--- config.mk ---
export PLATFORM = sky130hd
export DESIGN_NAME = b12_trace_monitor
export DESIGN_NICKNAME = d
export VERILOG_FILES = /design/src/rtl/conc_trace_pkg.sv /design/src/rtl/conc_sync_fifo.sv /design/src/rtl/b12_trace_monitor.sv
export SDC_FILE = /design/constraint.sdc
export NUM_CORES = 1
export LEC_CHECK = 0
export CAP_MARGIN = 15
export CORE_MARGIN = 4
export CORE_UTILIZATION = 35
export DETAILED_ROUTE_END_ITERATION = 12
export HOLD_SLACK_MARGIN = 0.06
export PLACE_DENSITY = 0.59
export REMOVE_ABC_BUFFERS = 1
export SLEW_MARGIN = 25
export SYNTH_ARGS = -nofsm -noshare
export SYNTH_HDL_FRONTEND = slang
export SYNTH_HIERARCHICAL = 1
export SYNTH_SLANG_ARGS = --single-unit
--- constraint.sdc ---
create_clock -name clock -period 6.7 [get_ports clock]
set_input_delay 1.005 -clock clock [delete_from_list [all_inputs] [get_ports clock]]
set_output_delay 1.005 -clock clock [all_outputs]
set_load 0.1 [all_outputs]
--- src/rtl/conc_trace_pkg.sv ---
// Shared entry encoding for the b12 trace monitor: event kinds and field layout
// of a FIFO entry {kind, ts, aux, nloss, nl}.
package conc_trace_pkg;

  typedef enum logic [1:0] {
    KIND_SNAP   = 2'b00,
    KIND_CHANGE = 2'b01,
    KIND_WRAP   = 2'b10,
    KIND_DROP   = 2'b11
  } kind_e;

  localparam int AUX_W     = 8;
  localparam int NL_OFF    = 0;
  localparam int NLOSS_OFF = 4;
  localparam int AUX_OFF   = 5;
  localparam int TS_OFF    = AUX_OFF + AUX_W;

  function automatic int entry_w(input int ts_w);
    return ts_w + 15;
  endfunction

  function automatic int kind_off(input int ts_w);
    return TS_OFF + ts_w;
  endfunction

endpackage

--- src/rtl/conc_sync_fifo.sv ---
// Synchronous FIFO; head is read straight from the storage registers, so a push
// into an empty FIFO is presented on the cycle after it is written.
module conc_sync_fifo #(
  parameter int WIDTH = 8,
  parameter int DEPTH = 16
) (
  input  logic                       clk_i,
  input  logic                       rst_i,
  input  logic                       push_i,
  input  logic [WIDTH-1:0]           push_data_i,
  input  logic                       pop_i,
  output logic [WIDTH-1:0]           head_o,
  output logic                       full_o,
  output logic                       empty_o,
  output logic [$clog2(DEPTH):0]     count_o
);

  localparam int AW = $clog2(DEPTH);

  logic [WIDTH-1:0] mem_q [DEPTH];
  logic [AW-1:0]    wr_ptr_q, rd_ptr_q;
  logic [AW:0]      count_q;
  logic             do_push, do_pop;

  // Full blocks the push even when a pop happens in the same cycle.
  assign full_o  = (count_q == (AW+1)'(DEPTH));
  assign empty_o = (count_q == '0);
  assign do_push = push_i && !full_o;
  assign do_pop  = pop_i && !empty_o;

  always_ff @(posedge clk_i) begin
    if (rst_i) begin
      wr_ptr_q <= '0;
      rd_ptr_q <= '0;
      count_q  <= '0;
    end else begin
      if (do_push) wr_ptr_q <= wr_ptr_q + AW'(1);
      if (do_pop)  rd_ptr_q <= rd_ptr_q + AW'(1);
      count_q <= count_q + (AW+1)'(do_push) - (AW+1)'(do_pop);
    end
  end

  always_ff @(posedge clk_i) begin
    if (do_push) mem_q[wr_ptr_q] <= push_data_i;
  end

  assign head_o  = empty_o ? '0 : mem_q[rd_ptr_q];
  assign count_o = count_q;

endmodule

--- src/rtl/b12_trace_monitor.sv ---
// Observer for the b12 game core: logs timestamped SNAP/CHANGE/WRAP/DROP events
// into a FIFO drained over a valid/ready port, folding speaker toggles into aux.
module b12_trace_monitor
  import conc_trace_pkg::*;
#(
  parameter int DEPTH = 16,
  parameter int TS_W  = 16
) (
  input  logic                    clock,
  input  logic                    reset,
  input  logic                    obs_en,
  input  logic                    nloss,
  input  logic [3:0]              nl,
  input  logic                    speaker,
  output logic                    out_valid,
  input  logic                    out_ready,
  output logic [TS_W+14:0]        out_data,
  output logic [$clog2(DEPTH):0]  fill
);

  localparam int EW = entry_w(TS_W);

  logic [TS_W-1:0] ts_q, ts_d, stamp;
  logic            armed_q, armed_d;
  logic            prev_nloss_q, prev_spk_q;
  logic [3:0]      prev_nl_q;
  logic [7:0]      spk_cnt_q, spk_cnt_d, drop_cnt_q, drop_cnt_d;
  logic            snap_c, chg_c, wrap_c, drop_c;
  logic            full, empty, push;
  logic [2:0]      n_cand, n_lost;
  kind_e           kind;
  logic [7:0]      aux;
  logic [EW-1:0]   entry;

  function automatic logic [7:0] sat_add8(input logic [7:0] a, input logic [2:0] b);
    logic [8:0] s;
    s = {1'b0, a} + {6'd0, b};
    return s[8] ? 8'hFF : s[7:0];
  endfunction

  // ts_q counts cycles since reset; the stamp of the cycle being sampled is one
  // ahead, so the first cycle after reset is stamped 1.
  always_comb begin
    stamp  = ts_q + TS_W'(1);
    ts_d   = stamp;
    snap_c = obs_en && !armed_q;
    chg_c  = obs_en && armed_q && ({nloss, nl} != {prev_nloss_q, prev_nl_q});
    wrap_c = &stamp;
    drop_c = (drop_cnt_q != 8'd0) && !full;
    n_cand = 3'(snap_c) + 3'(chg_c) + 3'(wrap_c) + 3'(drop_c);
    push   = (n_cand != 3'd0) && !full;
    n_lost = push ? n_cand - 3'd1 : n_cand;

    kind = KIND_WRAP;
    aux  = spk_cnt_q;
    if (drop_c) begin
      kind = KIND_DROP;
      aux  = drop_cnt_q;
    end else if (snap_c) begin
      kind = KIND_SNAP;
    end else if (chg_c) begin
      kind = KIND_CHANGE;
    end

    drop_cnt_d = sat_add8(drop_c ? 8'd0 : drop_cnt_q, n_lost);
    spk_cnt_d  = sat_add8((push && !drop_c) ? 8'd0 : spk_cnt_q,
                          {2'b00, obs_en && (speaker != prev_spk_q)});
    armed_d    = armed_q | obs_en;
    entry      = {kind, stamp, aux, nloss, nl};
  end

  always_ff @(posedge clock) begin
    if (reset) begin
      ts_q         <= '0;
      armed_q      <= 1'b0;
      prev_nloss_q <= 1'b0;
      prev_nl_q    <= '0;
      prev_spk_q   <= 1'b0;
      spk_cnt_q    <= '0;
      drop_cnt_q   <= '0;
    end else begin
      ts_q         <= ts_d;
      armed_q      <= armed_d;
      prev_nloss_q <= nloss;
      prev_nl_q    <= nl;
      prev_spk_q   <= speaker;
      spk_cnt_q    <= spk_cnt_d;
      drop_cnt_q   <= drop_cnt_d;
    end
  end

  conc_sync_fifo #(.WIDTH(EW), .DEPTH(DEPTH)) u_fifo (
    .clk_i       (clock),
    .rst_i       (reset),
    .push_i      (push),
    .push_data_i (entry),
    .pop_i       (out_ready),
    .head_o      (out_data),
    .full_o      (full),
    .empty_o     (empty),
    .count_o     (fill)
  );

  assign out_valid = !empty;

endmodule

* Word level (Yosys, flattened, before mapping)
Memory sizes are Yosys's and may differ from the RTL's. A register that Yosys moved wholly into a read port is not among the register bits.
Index checks and enable logic that the tools add are counted.
** Operators by class
- Add/sub/neg operators :: 11
- Equal/unequal tests :: 3
- Multiplexer cells :: 14
- Bitwise logic cells :: 1
- Reductions and logical operators :: 17
** Operator list (number)
- two-way mux 8 bit :: 5
- two-way mux 31 bit :: 1
- adder 16 x 1 -> 16 bit, second input constant :: 1
- AND reduction 16 bit :: 1
- adder 8 x 1 -> 9 bit :: 1
- adder 8 x 3 -> 9 bit :: 1
- logical AND 1 bit :: 9
- adder 4 x 1 -> 4 bit, second input constant :: 2
- two-way mux 4 bit :: 2
- nonzero test 8 bit :: 1
- two-way mux 2 bit :: 3
- adder 5 x 1 -> 5 bit :: 1
- equality test 5 bit, second input constant :: 1
- zero test 5 bit :: 1
- inequality test 5 bit :: 1
- subtractor 5 x 1 -> 5 bit :: 1
- zero test 1 bit :: 4
- adder 2 x 1 -> 3 bit :: 1
- adder 3 x 1 -> 3 bit :: 1
- two-way mux 3 bit :: 1
- nonzero test 3 bit :: 1
- subtractor 3 x 1 -> 3 bit, second input constant :: 1
- adder 1 x 1 -> 2 bit :: 1
- two-way mux 1 bit :: 2
- other kinds (2) :: 2
** Word-level totals
- Register bits after elaboration :: 52
- Bits in writable memories :: 496
- Input bits :: 10
- Output and inout bits :: 37
- Memories :: 1
** Memories
- u_fifo.mem_q :: words 16, bits a word 31, rd ports 1, clocked after Yosys merged registers in 1, wr ports 1, line conc_sync_fifo.sv:20 : logic [WIDTH-1:0] mem_q [DEPTH];

* Logic depth before layout (Yosys ltp)
Gate-level depths: netlist of the first run.
- Depth after elaboration :: 11
- Depth in mapped cells :: 27
- Gate-level depth less buffers :: 24

* Cells and area by module
The synthesis of the first run kept the hierarchy.
** Modules (own cells, without submodules)
- conc_sync_fifo :: instances 1, cells each 873, area each 19658.9 um^2, seq. area each 15234.6 um^2
- b12_trace_monitor :: instances 1, cells each 254, area each 2175.8 um^2, seq. area each 780.7 um^2

* Worst setup path after synthesis of the first run
Ideal clock, no wire load.
- Path kind :: register to register
- Start point :: reg u_fifo.count_q[2] (netlist: u_fifo/count_o[2])
- End point :: mem u_fifo/mem_q[3][0] in the netlist's numbering, enable pin
- Arrival time :: 7.489 ns
- Required time :: 6.203 ns
- Slack :: -1.286 ns
- Stages on the path, launching flop included :: 21
- Path buffers :: 3
- Clock period less this slack :: 7.986 ns
- Cell sequence :: dfxtp_1 > inv_1 > ha_1 > nand4bb_1 > inv_1 > clkbuf_1 > nor2_1 > clkbuf_1 > inv_1 > fa_1 > inv_1 > ha_1 > ha_1 > inv_1 > ha_1 > ha_1 > nor2_1 > and2_1 > clkbuf_1 > inv_2 > nor4_1
** On the way
- Word-level cells in the longest chain between the ends :: 9
** Ends and longest elaborated chain
- start: declaration :: line conc_sync_fifo.sv:22 : logic [AW:0] count_q;
- start signal: assignment :: line conc_sync_fifo.sv:39 : count_q <= count_q + (AW+1)'(do_push) - (AW+1)'(do_pop);
- equality test 5 bit * :: line conc_sync_fifo.sv:26 : assign full_o = (count_q == (AW+1)'(DEPTH));
- via full :: line b12_trace_monitor.sv:29 : logic full, empty, push;
- zero test 1 bit * :: line b12_trace_monitor.sv:49, b12_trace_monitor.sv:51
- logical AND 1 bit :: line b12_trace_monitor.sv:49 : drop_c = (drop_cnt_q != 8'd0) && !full;
- adder 3 x 1 -> 3 bit :: line b12_trace_monitor.sv:50 : n_cand = 3'(snap_c) + 3'(chg_c) + 3'(wrap_c) + 3'(drop_c);
- nonzero test 3 bit :: line b12_trace_monitor.sv:51 : push = (n_cand != 3'd0) && !full;
- logical AND 1 bit * :: line b12_trace_monitor.sv:51
- via push :: line b12_trace_monitor.sv:29
- logical AND 1 bit * :: line conc_sync_fifo.sv:28 : assign do_push = push_i && !full_o;
- two-way mux 1 bit * :: line conc_sync_fifo.sv:44 : if (do_push) mem_q[wr_ptr_q] <= push_data_i;
- two-way mux 1 bit (implied by the code) * :: line conc_sync_fifo.sv:44
- end: declaration :: line conc_sync_fifo.sv:20
Mark *: on every way through the listed nets, which the timed path passes. The rest lies on a longest branch.

* Final worst setup path of the first run
- Start point :: in nl[0]
- End point :: reg u_fifo.count_q[4] (netlist: u_fifo/count_o[4])
** On the way
- Word-level cells in the longest chain between the ends :: 10
** Ends and longest elaborated chain
- start: declaration :: line b12_trace_monitor.sv:13 : input logic [3:0] nl,
- inequality test 5 bit :: line b12_trace_monitor.sv:47 : chg_c = obs_en && armed_q && ({nloss, nl} != {prev_nloss_q, prev_nl_q});
- logical AND 1 bit :: line b12_trace_monitor.sv:47
- adder 1 x 1 -> 2 bit :: line b12_trace_monitor.sv:50
- adder 2 x 1 -> 3 bit :: line b12_trace_monitor.sv:50
- adder 3 x 1 -> 3 bit :: line b12_trace_monitor.sv:50
- nonzero test 3 bit :: line b12_trace_monitor.sv:51
- logical AND 1 bit :: line b12_trace_monitor.sv:51
- via push :: line b12_trace_monitor.sv:29
- logical AND 1 bit :: line conc_sync_fifo.sv:28
- adder 5 x 1 -> 5 bit :: line conc_sync_fifo.sv:39
- subtractor 5 x 1 -> 5 bit :: line conc_sync_fifo.sv:39
The timed path passes the listed nets, and every way through them passes these cells.
A chain may end at the register's enable or synchronous reset.

==> results by group, run 1 <==
Clock network
  – CTS tree: done
  – CTS Hold Buffers Added: 0
  – Clk_lat worst skew: 0.59 ns
  – Clock slew at reported path FFs: 0.06 ns
  – Setup bufs post-CTS: 0
  – Root buf cell: clkbuf_16
  – CTS H-tree depth: 2
  – Num CTS Buffers: 55
  – Clock Tree Buf Depth: 3
  – Cts repair resizes: 0
  – Sink Count: 552

Synthesis
  – Number of synthesized register bits: 552
  – Netlist Area Pre-Place: 21800 um^2
  – EDFF count, synth: 496
  – Top cells by area, synth: edfxtp_1, mux4_2, dfxtp_1
  – Top cells by count, synth: edfxtp_1, mux4_2, dfxtp_1
  – Register area share after synthesis: 73.3%
  – Area leader, netlist: edfxtp_1
  – Cells after Synth: 1127
  – Async SR Flop Fraction: 0%
  – Post-synth top area share: 68.2%
  – Post-synth cell types: 49
  – Top FF cell, synth: edfxtp_1
  – Mean post-synth cell area: 19.4 um^2
  – Synthesis Warnings: 6
  – Top-count cell post-synth: edfxtp_1

Routing
  – Initial DRC Count: 922
  – DRC: 0
  – WL final: 47900 um
  – ANT nets after route: 0
  – 1st-pass router iterations: 5
  – Routed len/inst: 22.8 um
  – Vias per cell: 5.11
  – DR vias: 10749

Timing
  – Slew Limit Fails: 0
  – Setup Skew: 0.0154 ns
  – Final hold viol count: 0
  – Final min period: 5.36 ns
  – Actual slew at the worst max-slew pin: 1.02 ns
  – F_max: 0.186 GHz
  – Fin crit share: 80.0%
  – Unrepaired setup endpoints after global routing: no
  – Slew headroom: 32.0%
  – Final setup fails: 0

Worst setup path
  – Path type of the worst setup path: primary input to register
  – Crit path required time: 7.22 ns
  – CP Capture Type: register
  – Worst EP arrival: 5.88 ns
  – Startpoint Class: primary input
  – CP Max Fanout: 7

Die
  – Rows: 91
  – Die width: 258 um
  – Core box area: 61700 um^2
  – Initial Util: 35.4%
  – IO Count: 47
  – Die area: 66400 um^2
  – Die Ht: 258 um

Layout
  – Share of cells above drive strength 1: 22.6%
  – Post-route cell area: 25400 um^2
  – Fill cells: 5500
  – Antenna cells: 0
  – Final core utilization: 41.1%
  – P&R area growth vs syn: 16.1%
  – Nets@finish: 1256

Power
  – Power per cell area: 426 nW/um^2
  – Leak: 8.23 nW
  – Max IR drop VDD: 0.246 mV

GRT
  – Grt met1 use: 20.3%
  – Initial antenna violation count: 0
  – Largest net degree at the start of global routing: 75
  – Grt total ovfl: 0
  – GRT Total Usage: 14.5%
  – Met2 Resource Use GR: 23.8%
  – Global route hottest layer: met2
  – First-pass GRT wire length: 72600 um
  – GR Util met3: 2.78%
  – Vias in the first global route: 11330

Placement
  – Routability Congestion: 0.791
  – Post-DP Area: 23600 um^2
  – HPWL after DPL: 26600 um
  – Port bufs: 46

Flow run
  – Max-cap violations: 0

Min path
  – Hold Path Class: register to register

Status
  – Status: finished, final reports clean
[path summary, 6_finish.rpt]
| check | end | cells past startpoint | from | slack [ns] |
|---|---|---|---|---|
| max | u_fifo/count_o[4]$_SDFF_PP0_ | 23 | nl[0] | 1.34 |
| min | ts_q[0]$_SDFF_PP0_ | 1 | ts_q[0]$_SDFF_PP0_ | 0.47 |
| max reg2reg | u_fifo/count_o[4]$_SDFF_PP0_ | 21 | ts_q[7]$_SDFF_PP0_ | 1.54 |
| min reg2reg | ts_q[0]$_SDFF_PP0_ | 1 | ts_q[0]$_SDFF_PP0_ | 0.47 |
[cells by family (layout without fill, tap and decap cells)]
family	after synthesis	after routing	share of synthesized area [%]
AOI/OAI and AO/OA	64	64	2.30
xor gates and xnor gates	37	37	1.48
adders and majority gates	27	27	1.65
buffers and inverters	94	232	1.95
DFF	552	552	73.3
muxes	164	164	14.7
and+or+nand+nor	189	189	4.60
[cell type report]
| cell class | instances | area (um^2) | share of cell area [%] |
|---|---|---|---|
| Clock buffer | 81 | 1560 | 6.14 |
| Clock inverter | 22 | 155 | 0.612 |
| Inverter | 36 | 135 | 0.533 |
| Multi-Input combinational cell | 481 | 5520 | 21.8 |
| Sequential cell | 552 | 16000 | 63.2 |
| Tap cell | 837 | 1050 | 4.13 |
| Timing Repair Buffer | 93 | 911 | 3.59 |
[registers in the layout, indices dropped and copies added (netlist names), named ones only]
name	cells
prev_nl_q	4
u_fifo/mem_q	496
ts_q	16
u_fifo/rd_ptr_q	4
drop_cnt_q	8
spk_cnt_q	8
armed_q	1
prev_nloss_q	1
u_fifo/wr_ptr_q	4
prev_spk_q	1
u_fifo/count_o	5
[metrics by stage]
stage	total power, mW	setup TNS (ns)	instances	setup WS, ns	hold slack, ns
2_1_floorplan	7.10	-179.47	1069	-1.14	0.426
6_report	10.8	0	2102	1.34	0.470
5_1_grt	11.3	0	2102	1.08	0.507
3_3_place_gp	7.99	0	1997	0.742	0.437
3_5_place_dp	8.02	0	1999	0.738	0.451
4_1_cts	10.9	0	2102	1.35	0.464
[per-layer routing]
| metal | share of wire (%) | vias up | routed length (um) |
|---|---|---|---|
| met3 | 4.8 | 52 | 2290 |
| met1 | 45 | 5719 | 21800 |
| li1 | - | 4741 | - |
| met2 | 48 | 237 | 23100 |
| met5 | 0 | - | 0 |
| met4 | 1.6 | 0 | 753 |
[critical path, stage by stage]
cell	delay (ns)
clkdlybuf4s50_1	0.58
xnor2_1	0.16
nand3_1	0.17
o311a_1	0.41
inv_1	0.12
fa_1	0.42
inv_1	0.07
ha_1	0.15
ha_1	0.14
inv_1	0.04
ha_1	0.17
ha_1	0.23
nor2_1	0.13
and2_1	0.26
inv_2	0.13
ha_1	0.31
inv_1	0.04
ha_1	0.20
fa_1	0.43
a21oi_1	0.17
nor2_1	0.06
or3_1	0.34
a21oi_1	0.13
[cell usage in the layout, fill, tap and decap left out, drive strengths merged, types with 13 or more instances in the layout]
cell type / instances
nor2b: 20
xor2: 13
ha: 24
mux4: 124
nor3: 41
nand3: 14
clkinv: 17
xnor2: 24
inv: 36
mux2i: 32
nor2: 44
a21oi: 20
dfxtp: 56
a221o: 31
edfxtp: 496
buf: 48
clkdlybuf4s50: 45
clkbuf: 81
nand2: 18
[power by group]
part / switching [mW] / leakage, nW / internal (mW)
combinational: 2.48 / 2.29 / 1.16
sequential: 0.131 / 5.12 / 4.11
clock: 1.23 / 0.820 / 1.68
total: 3.85 / 8.23 / 6.94
(Power assumes the default switching activity.)
==> run 2: changes to the inputs <==
==> constraint.sdc (replaced) <==
create_clock -name clock -period 4.5 [get_ports clock]
set_input_delay 0.675 -clock clock [delete_from_list [all_inputs] [get_ports clock]]
set_output_delay 0.675 -clock clock [all_outputs]
set_load 0.1 [all_outputs]
==> run 2 against run 1 <==
Non-clock buffer count is 85 higher. Clock power is 57% higher. Global-route usage is 0.43 points higher. Largest cell class unchanged. Setup slack worse by 1.2 ns. Total power is 55% higher. Critical path depth stayed put. Clock-buffer cell count is 14 lower. Final cell count is 4.3% higher. Largest power group unchanged. Flip-flop and latch count stayed put. Combinational power is 61% higher.
==> results by group, run 2 (synthesized netlist as in run 1, its figures left out) <==
Power
  – Internal power: 10.8 mW
  – Leak: 8.85 nW
  – Clk pwr share: 27.3%
  – Power, Total: 16.7 mW
  – Net Switching: 5.98 mW
  – Logic pwr share: 35.0%
  – Max IR drop VDD: 0.498 mV
  – Net Sw Frac: 35.7%
  – Sequential share of power: 37.7%
  – Power per cell area: 630 nW/um^2

Clock network
  – CTS tree: done
  – CTS Hold Buffers Added: 0
  – CTS H-tree depth: 2
  – Num CTS Buffers: 57
  – Clock slew at reported path FFs: 0.06 ns
  – Clock Tree Buf Depth: 3
  – Clk_lat worst skew: 0.60 ns
  – Root buf cell: clkbuf_16
  – Sink Count: 552

Die
  – Die width: 258 um
  – Rows: 91
  – IO Count: 47
  – Die area: 66400 um^2
  – Die Ht: 258 um
  – Initial Util: 35.4%
  – Core box area: 61700 um^2

GRT
  – Grt total ovfl: 0
  – Initial antenna violation count: 0
  – GRT Total Usage: 14.9%
  – First-pass GRT wire length: 75000 um
  – Vias in the first global route: 11826
  – Largest net degree at the start of global routing: 54

Worst setup path
  – Crit path required time: 5.03 ns
  – Crit-path slowest cell: or3_1
  – Startpoint Class: register
  – CP most frequent cell: ha_4
  – Path type of the worst setup path: register to register
  – CP Max Fanout: 4
  – Worst EP arrival: 4.88 ns
  – Max incr delay on CP: 0.38 ns
  – CP Cell Sequence: ha_4 -> nand4_1 -> buf_4 -> nor3_4 -> xnor2_2 -> nor4_2 -> and3_4 -> ha_4 -> ha_4 -> inv_1 -> ha_2 -> ha_4 -> nor2_4 -> and2_4 -> inv_4 -> ha_4 -> inv_2 -> ha_4 -> fa_2 -> a21oi_2 -> nor2_2 -> or3_1 -> a21oi_2
  – CP Capture Type: register

Layout
  – Nets@finish: 1343
  – Reg with most FFs: u_fifo/mem_q
  – Largest registers: u_fifo/mem_q (496), ts_q (16)
  – Fill cells: 5415
  – Share of cells above drive strength 1: 33.4%
  – Most common cell after layout, fill and taps aside: edfxtp_1
  – Post-route cell area: 26600 um^2
  – Commonest cells after routing, fill and taps aside: edfxtp_1, buf_4, mux4_2
  – Number of flip-flops under the largest register name: 496
  – Antenna cells: 0
  – P&R area growth vs syn: 21.6%
  – Final core utilization: 43.0%

Routing
  – 1st-pass router iterations: 4
  – WL final: 49300 um
  – Initial DRC Count: 859
  – Routed length on met2: 24300 um
  – Routed len/inst: 22.5 um
  – DR vias: 11083
  – ANT nets after route: 0
  – WL met3: 2080 um
  – Max Used Layer: met4
  – Met1 wire length: 22000 um
  – DRC: 0
  – Vias per cell: 5.06

Timing
  – Unrepaired setup endpoints after global routing: yes
  – Slew headroom: 33.7%
  – F_max: 0.230 GHz
  – Final min period: 4.35 ns
  – Setup Skew: 0.0166 ns
  – Slew Limit Fails: 0
  – Final hold viol count: 0
  – Fin crit share: 96.6%
  – Hold Worst Slack: 0.494 ns
  – Actual slew at the worst max-slew pin: 0.992 ns
  – Final setup fails: 0

Placement
  – Port bufs: 46
  – Routability Congestion: 0.805
  – Post-DP Area: 24500 um^2
  – HPWL after DPL: 29000 um

Status
  – Status: finished, final reports clean

Flow run
  – Max-cap violations: 0

Min path
  – Hold Path Class: primary input to register
## run 2: cell types whose count changed in the layout (fill, tap and decap cells not counted), sizes merged
cell / delta
clkinv: +11
bufinv: +2
clkdlybuf4s50: -33
inv: +2
buf: +117
dlygate4sd2: +1
clkbuf: -14
clkinvlp: +4
## run 2: final cells by class
cell class                      instances  area (um^2)  share of cell area (%)
Tap cell                              837         1050                    3.94
Sequential cell                       552        16000                    60.4
Timing Repair Buffer                  178         1800                    6.79
Multi-Input combinational cell        481         5700                    21.5
Clock buffer                           67         1520                    5.71
Inverter                               36          138                   0.518
Clock inverter                         41          319                    1.20
## run 2: metrics by stage
| step | setup TNS, ns | cells | worst slack, ns |
|---|---|---|---|
| detailed placement | -144.04 | 2079 | -0.840 |
| finish | 0 | 2192 | 0.155 |
| CTS | 0 | 2187 | 0.0149 |
| global route | -0.0467 | 2192 | -0.0467 |
| global placement | -117.68 | 2079 | -0.776 |
| floorplan | -1179.02 | 1069 | -3.34 |
## run 2: final timing paths
path,startpoint,end,cells past startpoint,slack [ns]
setup reg to reg,ts_q[1]$_SDFF_PP0_,u_fifo/count_o[4]$_SDFF_PP0_,23,0.15
hold / removal,nl[0],u_fifo/mem_q[6][0]$_DFFE_PP_,1,0.49
hold reg to reg,u_fifo/rd_ptr_q[1]$_SDFFE_PP0N_,register,2,0.50
setup / recovery,ts_q[1]$_SDFF_PP0_,u_fifo/count_o[4]$_SDFF_PP0_,23,0.15
## run 2: routing by layer
layer | track usage (%) | vias to the layer above
met5 | 0 | -
met4 | 3.48 | 0
met3 | 2.51 | 55
met2 | 25.0 | 227
met1 | 20.6 | 5880
li1 | - | 4921
## run 2: power groups by stage
stage / combinational (mW) / clock, mW / sequential, mW
6_report: 5.85 / 4.57 / 6.31
5_1_grt: 6.20 / 4.93 / 6.35
4_1_cts: 5.83 / 4.68 / 6.32
3_5_place_dp: 5.79 / 0 / 6.42
3_3_place_gp: 5.74 / 0 / 6.40
2_1_floorplan: 3.89 / 0 / 6.68
## run 2: critical path: cells and delay by family, from the launching register on
family | cells | cell delay [ns]
buffers and inverters | 4 | 0.34
and+or+nand+nor | 8 | 1.71
adders and majority gates | 8 | 1.49
xor gates and xnor gates | 1 | 0.11
DFF | 1 | 0.35
AOI/OAI and AO/OA | 2 | 0.26
## run 2: repair_timing
action	CTS	global route
setup buffers	0	5
pin swaps	5	16
resized for setup	10	31
setup endpoints to repair	13	100
hold endpoints to repair	0	0
==> run 3: changes to the inputs <==
--- a/config.mk
+++ b/config.mk
@@ -5,7 +5,6 @@
 export SDC_FILE = /design/constraint.sdc
 export NUM_CORES = 1
 export LEC_CHECK = 0
-export CAP_MARGIN = 15
 export CORE_MARGIN = 4
 export CORE_UTILIZATION = 35
 export DETAILED_ROUTE_END_ITERATION = 12
==> results of run 3 <==
Same layout as run 2: the final DEF is identical, and so are final timing and power.
